## src/rtl/addsub_serie.sv

```systemverilog
// Bit-serial adder/subtractor: one full-adder slice plus a carry flop, LSB first.
// Subtraction runs as a + ~b + ~c_in; c_out reports the borrow for subtract.
module addsub_serie #(
  parameter int WIDTH = 4
) (
  input  logic             clk,
  input  logic             reset,
  input  logic             start,
  input  logic             op,
  input  logic [WIDTH-1:0] a,
  input  logic [WIDTH-1:0] b,
  input  logic             c_in,
  output logic [WIDTH-1:0] result,
  output logic             c_out,
  output logic             overflow,
  output logic             busy,
  output logic             done
);

  localparam int CW = (WIDTH > 2) ? $clog2(WIDTH) : 1;
  localparam logic [CW-1:0] LAST = CW'(WIDTH - 1);

  typedef enum logic [1:0] {IDLE, CALC, FIN} state_t;

  state_t           state;
  logic [WIDTH-1:0] a_sr;
  logic [WIDTH-1:0] b_sr;
  logic [WIDTH-1:0] res_sr;
  logic             op_r;
  logic             carry;
  logic [CW-1:0]    cnt;
  logic             sum_bit;
  logic             carry_nxt;

  always_comb begin
    sum_bit   = a_sr[0] ^ b_sr[0] ^ carry;
    carry_nxt = (a_sr[0] & b_sr[0]) | (carry & (a_sr[0] ^ b_sr[0]));
  end

  always_ff @(posedge clk or posedge reset) begin
    if (reset) begin
      state    <= IDLE;
      a_sr     <= '0;
      b_sr     <= '0;
      res_sr   <= '0;
      op_r     <= 1'b0;
      carry    <= 1'b0;
      cnt      <= '0;
      result   <= '0;
      c_out    <= 1'b0;
      overflow <= 1'b0;
      busy     <= 1'b0;
      done     <= 1'b0;
    end else begin
      case (state)
        IDLE, FIN: begin
          done <= 1'b0;
          if (start) begin
            a_sr  <= a;
            b_sr  <= op ? ~b : b;
            op_r  <= op;
            carry <= op ? ~c_in : c_in;
            cnt   <= '0;
            busy  <= 1'b1;
            state <= CALC;
          end else begin
            state <= IDLE;
          end
        end
        CALC: begin
          res_sr <= {sum_bit, res_sr[WIDTH-1:1]};
          a_sr   <= {1'b0, a_sr[WIDTH-1:1]};
          b_sr   <= {1'b0, b_sr[WIDTH-1:1]};
          carry  <= carry_nxt;
          cnt    <= cnt + CW'(1);
          if (cnt == LAST) begin
            // On the MSB step, carry holds the carry into the MSB.
            result   <= {sum_bit, res_sr[WIDTH-1:1]};
            c_out    <= op_r ? ~carry_nxt : carry_nxt;
            overflow <= carry ^ carry_nxt;
            busy     <= 1'b0;
            done     <= 1'b1;
            state    <= FIN;
          end
        end
        default: state <= IDLE;
      endcase
    end
  end

endmodule

```

## config.mk

```make
export PLATFORM = sky130hd
export DESIGN_NAME = addsub_serie
export DESIGN_NICKNAME = d
export VERILOG_FILES = /design/src/rtl/addsub_serie.sv
export SDC_FILE = /design/constraint.sdc
export NUM_CORES = 1
export LEC_CHECK = 0
export ABC_CLOCK_PERIOD_IN_PS = 1300
export CAP_MARGIN = 10
export CORE_ASPECT_RATIO = 0.6
export CORE_MARGIN = 10
export CORE_UTILIZATION = 45
export DETAILED_ROUTE_END_ITERATION = 10
export HOLD_SLACK_MARGIN = 0.15
export MAX_ROUTING_LAYER = met4
export PLACE_DENSITY = 0.77
export SLEW_MARGIN = 20
export SYNTH_ARGS = -nofsm -noshare
export SYNTH_HDL_FRONTEND = slang
export SYNTH_SLANG_ARGS = --single-unit
```

## constraint.sdc

```tcl
create_clock -name clk -period 1.3 [get_ports clk]
set_clock_uncertainty 0.05 [all_clocks]
set_input_delay 0.26 -clock clk [delete_from_list [all_inputs] [get_ports clk]]
set_output_delay 0.26 -clock clk [all_outputs]
set_load 0.02 [all_outputs]
```

Word level (Yosys, flattened, before mapping) --
Cells that the tools add are included.
Storage, ports and cells: word-level logic and storage cells 54, output and inout bits 8, bits of input ports 13, register bits after elaboration 26
Cells by class: equality and inequality tests 5, $add $sub $neg 1, bitwise logic cells 9, reductions and logical operators 8, muxes and demuxes 19
Operators by type and width (count):
- $pmux W4 S2 | 2
- $mux W4 | 3
- $pmux W2 S2 | 2
- $reduce_and A2 Y1 | 4
- $mux W1 | 7
- $pmux W1 S2 | 3
- $eq A2 B2 Y1 const B | 2
- $mux W2 | 2
- $ne A2 B2 Y1 const B | 2
- $not A4 Y4 | 1
- $reduce_and A3 Y1 | 1
- $xor A1 B1 Y1 | 3
- $add A2 B1 Y2 const B | 1
- $and A1 B1 Y1 | 2
- $eq A2 B1 Y1 const B | 1
- $logic_not A2 Y1 | 1
- $not A1 Y1 | 2
- $reduce_bool A2 Y1 | 1
- $reduce_or A2 Y1 | 1
- $or A1 B1 Y1 | 1

Logic depth before layout (Yosys ltp) --
Gate-level depths: netlist of the first run.
depth after elaboration 5, mapped depth 5

Least setup slack after synthesis of the first run --
OpenSTA, ideal clock, no wires.
kind reg2reg, start point reg cnt[0], end point reg result[0], library setup time 0.125 ns, path slack -0.046 ns, period minus slack after synthesis 1.346 ns, path buffers 1, stages on the path, launching flop included 5, data arrival time 1.172 ns, path through dfrtp_1 ha_1 nand3b_1 buf_2 mux2_2
On the way: cells in the longest elaborated chain, start to end 2
Ends and longest elaborated chain:
- start, declared | RTL line 31 | logic [CW-1:0] cnt;
- start signal, assigned | RTL line 75 | cnt <= cnt + CW'(1);
- $eq A2 B2 Y1 | RTL line 76 | if (cnt == LAST) begin
- $reduce_and A2 Y1 (no source line)
- end signal, assigned | RTL line 78 | result <= {sum_bit, res_sr[WIDTH-1:1]};
- end, declared | RTL line 13 | output logic [WIDTH-1:0] result,
Every way passes these cells. A chain may end at the register's enable or synchronous reset.

Worst setup path in the final report of the first run --
start point reg a_sr[0], end point reg result[3]
On the way: cells in the longest elaborated chain, start to end 2
Ends and longest elaborated chain:
- start, declared | RTL line 26 | logic [WIDTH-1:0] a_sr;
- start signal, assigned | RTL line 72 | a_sr <= {1'b0, a_sr[WIDTH-1:1]};
- $xor A1 B1 Y1 (2 in a row) | RTL line 36 | sum_bit = a_sr[0] ^ b_sr[0] ^ carry;
- named net sum_bit | RTL line 32 | logic sum_bit;
The timed path passes the listed nets, and every way through them passes these cells.

==> run_results.csv, run 1 <==
group,metric,value,unit
route,drt_iter0_drc,47,
synthesis,synth_xor_area_frac,0.0572,
cts,cts_max_path_buffers,2,
synthesis,synthCells,84,
critical_path,critPathCaptureType,"register",
critical_path,required,1.42,ns
cts,cts.clk_slew.worst_paths,0.09,ns
sta,period_share,1.02,
finish,stdcell_area,1500,sq um
synthesis,synth_simple_gate_area_frac,0.0793,
finish,fin_cells,150,
flow_run,max_cap_violations,0,
cts,clock_sinks,25,
sta,tightest_slew,0.305,ns
power,leakagePower,0.739,nW
global_routing,grt_usage,0.101,
synthesis,syn_nets,99,
finish,final_common_cell,"dfrtp_1",
synthesis,yosysTopAreaCell,"dfrtp_1",
cts,insertion_delay,0.28,ns
cts,cts_tree,"done",
finish,areaGrowthSynthToFinish,39.6,%
sta,setup_ws,-0.0321,ns
synthesis,synth_cell_types,21,
sta,setup-violations-final,6,
run_status,violations,"setup timing",
placed_design,dp_cells,140,
synthesis,synth.area.mux_share,0.0840,
critical_path,path_delay_family,"adder cells",
power,power.total,3.76,mW
min_path,hold_class,"input port to async pin",
placed_design,dp_hpwl,1.60,mm
sta,fin_setup_tns,-0.0950,ns
synthesis,yosys_warnings,0,
global_routing,antenna_found_initial,0,
die,die_area,4800,sq um
power,ir_drop,0.00115,V
cts,htree_levels,1,
die,initial_core_util,0.485,
critical_path,crit_chain,"fa_2 -> mux2_4",
sta,slew_violations,0,
die,rows,13,
placed_design,port_buffers,20,
die,ios,21,
synthesis,yosys_register_bits,25,
route,routed_wl,2.29,mm
critical_path,cp_slowest_cell,"fa_2",
synthesis,synth_area,1070,sq um
global_routing,grt_max_degree,26,
synthesis,synth_area_leaders,"dfrtp_1 58%, mux2_2 8.4%, a22o_1 4.9%",
sta,fin_hold_ws,0.266,ns
finish,antennaDiodeCount,0,
sta,slew_headroom,0.797,
critical_path,worstPathMaxFanout,2,
critical_path,r2r_slack,-0.03,ns
synthesis,yosys.area_share.adder,0.0303,
sta,fin_crit,1.33,ns
global_routing,grt_overflow,0,
die,fp.dieW,83.0,microns
placed_design,gp_congestion,0.795,
finish,drive_above_1_share,0.342,
synthesis,synth_top_area_share,0.583,
finish,nets,136,
synthesis,synth_top_family_by_area,"compound AO/OA/AOI/OAI gates",
route,drtPass1Iterations,4,
sta,rsz0062_at_grt,"yes",
route,drc_errors,0,
global_routing,grt_pass1_wl,3.86,mm
sta,clock.fmax,0.751,GHz
die,die_h,57.8,microns
synthesis,synth_compound_area_frac,0.121,
die,core_area,2210,sq um
critical_path,crit_path_start_kind,"register",
placed_design,place_area,1390,sq um
route,via_per_inst,5.02,
run_status,status,"finished with violations",
synthesis,synth_seq_area_share,0.583,
power,power_density,2510,nW/um^2
critical_path,critPathKind,"register to register",
global_routing,grt_pass1_vias,797,
critical_path,max_stage_delay,0.49,ns
cts,numCtsBuffers,3,
critical_path,arrival,1.45,ns
finish,layout_common_cells,"25 x dfrtp_1, 11 x clkdlybuf4s50_1, 11 x buf_4",
route,vias,753,
finish,finish.utilization,0.676,
route,wl_per_cell,15.3,microns
cts,cts_root_buf,"clkbuf_8",
synthesis,syn-mean-instance-area,12.8,sq um
route,final_antenna_net_count,0,
placed_design,dp_worst_setup_slack,-0.264,ns
critical_path,critical_path_buf_inv_count,0,
sta,hold_viol,0,
[sequential cells by signal (all words and copies together) (netlist names)]
signal,flops
a_sr,4
b_sr,4
busy,1
c_out,1
carry,1
cnt,2
done,1
op_r,1
overflow,1
res_sr,3
result,4
state,2
[worst paths after layout]
| kind | depth (start not counted) | endpoint | startpoint |
|---|---|---|---|
| setup / recovery | 2 | result[3] | a_sr[0] |
| hold / removal | 3 | result[2] | reset |
| setup reg to reg | 2 | result[3] | a_sr[0] |
| hold reg to reg | 1 | a_sr[2] | a_sr[2] |
| max in group asynchronous | 3 | state[0] | reset |
| min in group clk | 3 | op_r | op |
[Yosys cell counts]
master / number
dfrtp_1: 25
nand2_1: 9
mux2_2: 8
a22o_1: 6
xnor2_1: 6
a221o_1: 4
nor2_1: 4
a21o_1: 3
inv_1: 3
o21ai_0: 3
buf_2: 2
buf_4: 2
and2b_4: 1
buf_6: 1
fa_1: 1
ha_1: 1
nand2b_1: 1
nand3b_1: 1
nor2_2: 1
nor2b_1: 1
xor2_1: 1
[routing by layer]
layer,routed length (microns),GRT usage,up-vias
met4,34,0.0217,0
li1,-,-,363
met3,133,0.0530,5
met5,0,-,-
met2,1060,0.151,16
met1,1060,0.119,369
[worst min-delay path: stages]
cell and delay (ns):
clkdlybuf4s50_1 0.40, inv_1 0.10, buf_12 0.19
[logic make-up (layout without fill, tap and decap cells)]
family,Yosys count,after routing
AO/OA/AOI/OAI,16,16
adder cells (fa/ha/maj),2,2
XOR/XNOR,7,7
AND/OR/NAND/NOR,18,19
buffers and inverters,8,43
multiplexers,8,8
flip-flops,25,25
[final cells by class]
type                    instances  area, sq um
fillers                       174          716
flip-flops and latches         25          626
multi-input cells              52          444
repair buffers                 36          329
clock buffers                   3         41.3
well taps                      30         37.5
inverters                       3         11.3
clock inverters                 1         7.51
[power breakdown]
part | leakage (nW) | internal (mW) | switching, mW | total, mW
logic | 0.409 | 1.10 | 0.821 | 1.92
registers | 0.308 | 1.14 | 0.230 | 1.37
clock network | 0.0217 | 0.218 | 0.253 | 0.470
total | 0.739 | 2.46 | 1.30 | 3.76
[what timing repair did]
item                       4_1_cts  5_1_grt
pin swaps                        1       10
gates cloned                     0        1
hold buffers                     0        0
setup endpoints to repair       26       21
gates resized for setup         19       18
buffers inserted                 2        3
Note: power is estimated with default switching activity, not from simulation.
==> inputs of run 2 (changes only) <==
HOLD_SLACK_MARGIN = 0.05   (was 0.15)
==> results of run 2 <==
The final DEF is identical to that of run 1; final timing and power are the same.
